==> config.mk <==
export PLATFORM = sky130hd
export DESIGN_NAME = fetch_rotated_pixel
export DESIGN_NICKNAME = d
export VERILOG_FILES = /design/src/rtl/fetch_rotated_pixel.sv
export SDC_FILE = /design/constraint.sdc
export NUM_CORES = 1
export LEC_CHECK = 0
export CAP_MARGIN = 10
export CORE_MARGIN = 1
export CORE_UTILIZATION = 60
export CTS_BUF_LIST = sky130_fd_sc_hd__clkbuf_4 sky130_fd_sc_hd__clkbuf_8
export DETAILED_ROUTE_END_ITERATION = 7
export PLACE_DENSITY = 0.82
export SKIP_LAST_GASP = 1
export SLEW_MARGIN = 10
export SYNTH_ARGS = -nofsm -noshare
export SYNTH_HDL_FRONTEND = slang
export SYNTH_SLANG_ARGS = --single-unit
==> constraint.sdc <==
create_clock -name clk -period 3.8 [get_ports clk]
set_clock_uncertainty 0.15 [all_clocks]
set_input_delay 0.76 -clock clk [delete_from_list [all_inputs] [get_ports clk]]
set_output_delay 0.76 -clock clk [all_outputs]
set_load 0.02 [all_outputs]
==> src/rtl/fetch_rotated_pixel.sv <==
// Pops {y,x} source coordinates, range-checks them, issues in-range frame-buffer
// reads and emits the rotated pixel stream in coordinate order with BLACK fill.
module fetch_rotated_pixel #(
    parameter int               H_ACTIVE = 1280,
    parameter int               V_ACTIVE = 720,
    parameter int               ADDR_W   = 11,
    parameter int               MEM_AW   = 21,
    parameter int               PIX_W    = 16,
    parameter int               MAX_OUT  = 8,
    parameter logic [PIX_W-1:0] BLACK    = '0
) (
    input  logic                clk,
    input  logic                rst,
    input  logic                addr_fifo_empty,
    output logic                addr_fifo_rd_en,
    input  logic [2*ADDR_W-1:0] addr_fifo_dout,
    input  logic                pix_fifo_full,
    output logic                rd_req,
    output logic [MEM_AW-1:0]   rd_addr,
    input  logic                rd_ack,
    input  logic                rd_data_valid,
    input  logic [PIX_W-1:0]    rd_data,
    output logic                pix_valid,
    output logic [PIX_W-1:0]    pix_data,
    output logic                pix_last,
    output logic                ovf_err
);
    localparam int                CW       = $clog2(MAX_OUT);
    localparam logic [CW:0]       TAG_MAX  = (CW+1)'(MAX_OUT);
    localparam logic [ADDR_W:0]   LIM_X    = (ADDR_W+1)'(H_ACTIVE);
    localparam logic [ADDR_W:0]   LIM_Y    = (ADDR_W+1)'(V_ACTIVE);
    localparam logic [MEM_AW-1:0] LAST_IDX = MEM_AW'(H_ACTIVE*V_ACTIVE-1);

    localparam logic [1:0] S_IDLE  = 2'd0;
    localparam logic [1:0] S_LOAD  = 2'd1;
    localparam logic [1:0] S_CHECK = 2'd2;
    localparam logic [1:0] S_REQ   = 2'd3;

    logic [1:0]        r_state;
    logic              r_rd_en, r_rd_req, r_pix_valid, r_pix_last, r_ovf;
    logic [MEM_AW-1:0] r_rd_addr, r_pix_cnt;
    logic [PIX_W-1:0]  r_pix_data;
    logic [MAX_OUT-1:0] r_tag_mem;
    logic [CW:0]       r_tag_wp, r_tag_rp, r_tag_cnt, r_rsp_wp, r_rsp_rp;
    logic [PIX_W-1:0]  r_rsp_mem [MAX_OUT];

    // rd_en is registered, so the popped word is on dout while in S_CHECK
    logic [ADDR_W-1:0] w_x, w_y;
    logic              w_in_range, w_tag_push, w_tag_empty, w_tag_head;
    logic              w_rsp_empty, w_rsp_full, w_emit_black, w_emit_fetch;
    logic              w_bypass, w_tag_pop, w_rsp_pop, w_rsp_push, w_rsp_drop;
    logic [MEM_AW-1:0] w_lin;
    logic [PIX_W-1:0]  w_rsp_head;

    assign w_x        = addr_fifo_dout[ADDR_W-1:0];
    assign w_y        = addr_fifo_dout[2*ADDR_W-1:ADDR_W];
    assign w_in_range = ({1'b0, w_x} < LIM_X) && ({1'b0, w_y} < LIM_Y);
    assign w_lin      = MEM_AW'(w_y) * MEM_AW'(H_ACTIVE) + MEM_AW'(w_x);
    assign w_tag_push = (r_state == S_CHECK);

    assign w_tag_empty = (r_tag_wp == r_tag_rp);
    assign w_tag_head  = r_tag_mem[r_tag_rp[CW-1:0]];
    assign w_rsp_empty = (r_rsp_wp == r_rsp_rp);
    assign w_rsp_full  = ((r_rsp_wp ^ r_rsp_rp) == {1'b1, {CW{1'b0}}});
    assign w_rsp_head  = r_rsp_mem[r_rsp_rp[CW-1:0]];

    // A response for the head tag skips the FIFO when nothing is queued ahead of it
    assign w_emit_black = !w_tag_empty && !w_tag_head;
    assign w_emit_fetch = !w_tag_empty && w_tag_head && (!w_rsp_empty || rd_data_valid);
    assign w_bypass     = w_emit_fetch && w_rsp_empty;
    assign w_tag_pop    = w_emit_black || w_emit_fetch;
    assign w_rsp_pop    = w_emit_fetch && !w_rsp_empty;
    assign w_rsp_push   = rd_data_valid && !w_bypass && !w_rsp_full;
    assign w_rsp_drop   = rd_data_valid && !w_bypass && w_rsp_full;

    always_ff @(posedge clk or posedge rst) begin
        if (rst) begin
            r_state   <= S_IDLE;
            r_rd_en   <= 1'b0;
            r_rd_req  <= 1'b0;
            r_rd_addr <= '0;
        end else begin
            case (r_state)
                S_IDLE: begin
                    if (!addr_fifo_empty && (r_tag_cnt < TAG_MAX) && !pix_fifo_full) begin
                        r_rd_en <= 1'b1;
                        r_state <= S_LOAD;
                    end
                end
                S_LOAD: begin
                    r_rd_en <= 1'b0;
                    r_state <= S_CHECK;
                end
                S_CHECK: begin
                    if (w_in_range) begin
                        r_rd_req  <= 1'b1;
                        r_rd_addr <= w_lin;
                        r_state   <= S_REQ;
                    end else begin
                        r_state <= S_IDLE;
                    end
                end
                default: begin
                    if (rd_ack) begin
                        r_rd_req <= 1'b0;
                        r_state  <= S_IDLE;
                    end
                end
            endcase
        end
    end

    always_ff @(posedge clk or posedge rst) begin
        if (rst) begin
            r_tag_mem <= '0;
            r_tag_wp  <= '0;
            r_tag_rp  <= '0;
            r_tag_cnt <= '0;
            r_rsp_wp  <= '0;
            r_rsp_rp  <= '0;
            r_ovf     <= 1'b0;
        end else begin
            if (w_tag_push) begin
                r_tag_mem[r_tag_wp[CW-1:0]] <= w_in_range;
                r_tag_wp <= r_tag_wp + 1'b1;
            end
            if (w_tag_pop) r_tag_rp <= r_tag_rp + 1'b1;
            case ({w_tag_push, w_tag_pop})
                2'b10:   r_tag_cnt <= r_tag_cnt + 1'b1;
                2'b01:   r_tag_cnt <= r_tag_cnt - 1'b1;
                default: r_tag_cnt <= r_tag_cnt;
            endcase
            if (w_rsp_push) r_rsp_wp <= r_rsp_wp + 1'b1;
            if (w_rsp_pop)  r_rsp_rp <= r_rsp_rp + 1'b1;
            if (w_rsp_drop) r_ovf    <= 1'b1;
        end
    end

    always_ff @(posedge clk) begin
        if (w_rsp_push) r_rsp_mem[r_rsp_wp[CW-1:0]] <= rd_data;
    end

    always_ff @(posedge clk or posedge rst) begin
        if (rst) begin
            r_pix_valid <= 1'b0;
            r_pix_data  <= '0;
            r_pix_last  <= 1'b0;
            r_pix_cnt   <= '0;
        end else begin
            r_pix_valid <= w_tag_pop;
            r_pix_last  <= w_tag_pop && (r_pix_cnt == LAST_IDX);
            if (w_tag_pop) begin
                r_pix_data <= w_emit_black ? BLACK : (w_bypass ? rd_data : w_rsp_head);
                r_pix_cnt  <= (r_pix_cnt == LAST_IDX) ? '0 : r_pix_cnt + 1'b1;
            end
        end
    end

    assign addr_fifo_rd_en = r_rd_en;
    assign rd_req          = r_rd_req;
    assign rd_addr         = r_rd_addr;
    assign pix_valid       = r_pix_valid;
    assign pix_data        = r_pix_data;
    assign pix_last        = r_pix_last;
    assign ovf_err         = r_ovf;
endmodule

After elaboration in Yosys (flattened, before gate mapping)
Memories as Yosys holds them, arrays and structs flattened.
Cells that the tools add are included.
Cells by class
  muxes and demuxes: 20
  reduce and logical (&&, ||, !) cells: 32
  $lt $le $gt $ge: 6
  multiply operators: 1
  $add $sub $neg: 8
  equal/unequal tests: 10
  bitwise gates (word level): 2
Operator list (count)
  16-bit 2-to-1 mux: 2
  21-bit by 1-bit adder with 21-bit output, second input constant: 1
  21-bit by 11-bit adder with 21-bit output: 1
  21-bit by 20-bit equality test with 1-bit output, second input constant: 1
  21-bit 2-to-1 mux: 1
  4-bit by 1-bit adder with 4-bit output, second input constant: 5
  1-bit logical AND: 13
  11-bit by 3-bit multiplier with 13-bit output, second input constant: 1
  11-bit by 10-bit less-than comparator with 1-bit output, second input constant: 1
  11-bit less-than comparator, second input constant: 1
  8-bit bitwise mux: 1
  4-bit equality test: 2
  3-bit by 4-bit less-than comparator with 1-bit output, second input constant: 2
  4-bit case mux with 2 select lines: 1
  1-bit logical NOT: 7
  1-bit 2-to-1 mux: 7
  2-bit 2-to-1 mux: 3
  2-bit case mux with 3 select lines: 1
  2-bit AND reduction: 3
  2-bit nonzero test: 3
  2-bit by 1-bit equality test with 1-bit output, second input constant: 2
  2-bit equality test, second input constant: 2
  4-bit equality test, second input constant: 1
  4-bit less-than comparator, second input constant: 1
  13 further kinds: 16
Storage, ports and cells
  bits in writable memories: 128
  output and inout bits: 42
  memories kept: 1
  flip-flop bits (word level): 93
  bits of input ports: 44
  logic and storage cells: 95
Memory list
  r_rsp_mem: words 8, bits a word 16, read ports 1, clocked after memory_dff 0, write ports 1, line 45  | logic [PIX_W-1:0] r_rsp_mem [MAX_OUT];

Depth between registers and ports, before layout
  word-level depth: 10
  gate-level depth with buffers: 14
  mapped depth without buffers: 12

Worst setup path after synthesis
Ideal clock, no wire load.
  kind: register to register
  start: reg r_tag_rp[0]
  end: mem r_rsp_mem[0][0] (enable)
  stages on the path, launching flop included: 9
  data required time: 3.241 ns
  period minus slack after synthesis: 3.456 ns
  setup slack: 0.344 ns
  setup time: 0.409 ns
  path buffers: 1
  arrival time: 2.896 ns
  path through: dfrtp_1 > buf_2 > mux4_2 > nand2b_1 > o22ai_1 > o21ai_1 > nand2_1 > or2_1 > nor3_1
Between the ends
  longest elaborated chain between the ends: 10
  elaborated cells on any way between the ends: 12
  those cells by class: 1 x eq/ne; 4 x mux; 7 x reduce/logical
RTL lines
  start: declaration: line 44  | logic [CW:0] r_tag_wp, r_tag_rp, r_tag_cnt, r_rsp_wp, r_rsp_rp;
  start signal: assignment: line 127  | if (w_tag_pop) r_tag_rp <= r_tag_rp + 1'b1;
  1-bit binary-select mux with 3-bit select / 4-bit equality test (equally long branches): line 62, 61
  1-bit 2-to-1 mux (implied by the code) / 1-bit logical NOT (equally long branches): line 62, 69
  1-bit logical AND * (2 in a row): line 69  | assign w_emit_fetch = !w_tag_empty && w_tag_head && (!w_rsp_empty || rd_data_valid);
  1-bit logical AND *: line 70  | assign w_bypass = w_emit_fetch && w_rsp_empty;
  1-bit logical NOT *: line 73  | assign w_rsp_push = rd_data_valid && !w_bypass && !w_rsp_full;
  1-bit logical AND * (2 in a row): line 73
  1-bit 2-to-1 mux *: line 140  | if (w_rsp_push) r_rsp_mem[r_rsp_wp[CW-1:0]] <= rd_data;
  1-bit 2-to-1 mux (implied by the code) *: line 140
  end: declaration: line 45
Every way passes the cells marked *; elsewhere a longest branch is shown, timed or not. The select of a mux whose other input is x is not followed.

Worst setup path in the final report
  start: in addr_fifo_dout[12]
  end: reg r_rd_addr[20], in the netlist rd_addr[20]
Between the ends
  longest elaborated chain between the ends: 3
  elaborated cells on any way between the ends: 5
  those cells by class: 1 x add/sub; 1 x mul; 1 x order compare; 2 x reduce/logical
RTL lines
  start: declaration: line 16  | input logic [2*ADDR_W-1:0] addr_fifo_dout,
  branches (longest 3 deep; another with 21-bit by 11-bit adder with 21-bit output)
  end signal: assignment: line 97  | r_rd_addr <= w_lin;
  end: declaration: line 41  | logic [MEM_AW-1:0] r_rd_addr, r_pix_cnt;
Several ways; the timed one is not identified.
A chain may end at the register's enable or synchronous reset.

==> impl_metrics.yaml <==
yosys:
  synthArstFlopShare_pct: 42.1
  yosys-top-cells-area: "edfxtp_1 39%, dfrtp_1 24%, mux4_2 7.8%"
  yosysMostFrequentCell: "edfxtp_1"
  synth-edff-count: 128
  postSynthCellCount: 655
  syn_area_um2: 9780
  ys_seq_area_share_pct: 63.1
  ys_ff_latch: 221
  ys_types: 58
  synthFlopType: "edfxtp_1"
  synthDominantAreaCellType: "edfxtp_1"
  synth_top_area_share_pct: 39.3
  synth_commonest_cells: "128 x edfxtp_1, 93 x dfrtp_1, 47 x nand2_1, 34 x mux4_2, 34 x xnor2_1"
  synth_warnings: 0
  syn_area_per_cell_um2: 14.9
  syn_nets: 731
cts:
  ctsResizeCount: 0
  cts_made_buffers: 37
  clock_path_buffers: 3
  htreeDepth: 2
  cts_hold_buffers: 0
  root_buffer: "clkbuf_8"
  cts_sinks: 221
  clk_pin_slew_ns: 0.06
  post_cts_buffers: 0
  cts_tree: "built"
  clk_latency_ns: 0.54
finish:
  finish.instance_area_um2: 11800
  diodes: 0
  layout-drive-gt1-share_pct: 20.1
  final_cells: 1030
  final_nets: 862
  fill_cells: 1012
  syn2layout_area_growth_pct: 20.9
floorplanning:
  row_count: 46
  io_pins: 86
  initial_utilization_pct: 61.6
  core_area_um2: 15900
  die_h_um: 130
  die_w_um: 130
  dieArea_um2: 16800
sta:
  hold_slack_ns: 0.327
  fin_setup_tns_ns: 0
  drv_slew: 0
  slew_headroom_pct: 38.9
  setup_viol: 0
  worst_pin_slew_ns: 0.917
  min_period_over_period_pct: 92.2
  fmax_ghz: 0.285
  fin_crit_ns: 3.50
  hold_violations: 0
  rsz0062_at_grt: "false"
place:
  port_buffers: 85
  gp_congestion: 0.886
  dpl_cell_area_um2: 11000
  post-dp-hpwl_um: 13100
  placed_cells: 963
critical_path:
  required_ns: 4.05
  crit_path_cell_trace: "clkdlybuf4s50_1 -> ha_1 -> ha_1 -> fa_1 -> a21oi_1 -> o211ai_1 -> o41ai_1 -> xnor2_1 -> nor4bb_1 -> xnor2_1 -> o21ai_1"
  crit_path_end: "rd_addr[20]"
  r2r-end: "r_rsp_mem[3][1]"
  path_buf_inv: 1
  cp-end-kind: "flop"
  cpPeakStageDelay_ns: 0.43
  r2r_cells: 7
  worstPathMaxFanout: 3
  path_delay_family: "adder cells"
  worstPathArrival_ns: 3.75
  critPathSlowestCell: "clkdlybuf4s50_1"
  crit_cells: 11
  r2r_start: "r_tag_rp[0]"
  start_kind: "input pin"
  r2r_slack_ns: 0.66
  crit_type: "input pin to flop"
  setup.worst_path.start: "addr_fifo_dout[12]"
power:
  p_per_area_nw_per_um2: 759
  p_leak_uw: 0.00460
  vdd_drop_max_uv: 340
  power.total_uw: 8980
routing:
  vias_per_cell: 5.87
  drtAntennaViolNets: 0
  wl_per_cell_um: 19.7
  drcViolationCount: 0
  drtPass1Iterations: 5
  drt_iter0_drc: 448
  vias: 6046
  wirelength_um: 20300
flow_run:
  maxCapViolations: 0
grt:
  grt_pass1_wl_um: 32300
  overflow: 0
  track_usage_pct: 25.5
  grt_pass1_vias: 6250
  antenna_found_initial: 0
  grt_max_degree: 73
min_path:
  hp-class: "flop to flop"
run_status:
  status: "finished clean"
cells by family (layout without fill, tap and decap cells):
kind of cell             count (synthesis)  count (layout)  share of synthesized area [%]
AND/OR/NAND/NOR                        141             141                           7.90
flip-flops                             221             221                           63.1
buffers and inverters                   42             201                           1.89
AO/OA/AOI/OAI                           94              94                           6.07
XOR/XNOR                                53              53                           4.75
adder cells (fa/ha/maj)                 32              32                           4.33
multiplexers                            72              72                           12.0
area by class of cell:
cell class                      count  area [µm²]  share of cell area [%]
Timing Repair Buffer              117        1100                    9.33
Multi-Input combinational cell    392        3430                    29.0
Clock buffer                       53         654                    5.53
Inverter                           17        66.3                   0.561
Clock inverter                     14         124                    1.05
Tap cell                          216         270                    2.29
Sequential cell                   221        6170                    52.2
state kept, by name, indices dropped and copies added, names as in the netlist, 2 cells and up:
name       count
pix_data      16
r_tag_rp       4
r_state        2
r_tag_mem      8
r_rsp_mem    128
rd_addr       21
r_tag_cnt      4
r_pix_cnt     21
r_rsp_rp       4
r_rsp_wp       4
r_tag_wp       4
metrics by stage:
step / util [%] / setup WS (ns)
global placement: 69.5 / -0.0583
finish: 74.4 / 0.295
CTS: 74.4 / 0.380
floorplan: - / 0.344
detailed placement: 69.5 / -0.178
global route: 74.4 / 0.169
power breakdown:
group	internal (µW)	leakage (µW)	switching, µW
combinational	1490	0.00184	1690
sequential	3190	0.00234	422
clock	1250	0.000411	925
worst min-delay path by stage:
| stage | depth (start not counted) | from | to |
|---|---|---|---|
| floorplan | 1 | r_pix_cnt[20] | r_pix_cnt[20] |
| global placement | 1 | r_pix_cnt[11] | r_pix_cnt[11] |
| detailed placement | 1 | r_tag_cnt[3] | r_tag_cnt[3] |
| CTS | 1 | r_tag_cnt[3] | r_tag_cnt[3] |
| global route | 1 | r_tag_cnt[3] | r_tag_cnt[3] |
| finish | 1 | r_tag_cnt[3] | r_tag_cnt[3] |
per-layer routing:
layer	global-route usage, %	vias to the layer above	share of wire (%)
met4	10.1	0	2.2
met1	33.1	3045	40
met2	42.8	197	52
met5	0	-	0
met3	4.91	44	5.6
li1	-	2760	-
layout by cell type (no fill, tap or decap), types with 3 or more instances in the layout:
master and n:
clkdlybuf4s50_1 85, clkbuf_8 41, dfrtp_1 92, nand4_1 6, nor3_1 6, nand2_1 47
ha_1 29, xor2_1 19, mux2_2 19, inv_1 15, and3_1 5, o21ai_1 21
mux4_2 34, fa_1 3, buf_4 31, a22oi_1 16, edfxtp_1 128, nand3_1 18
clkinv_2 4, o2111ai_1 3, clkbuf_4 12, nor3b_1 3, a21o_1 6, o21ai_0 23
xnor2_1 34, nand3b_1 4, nor2_1 21, nor3_2 7, clkinv_1 5, nor4_1 3
a21oi_1 8, nand2b_1 4, mux2i_1 19
Note: power is estimated with default switching activity, not from simulation.
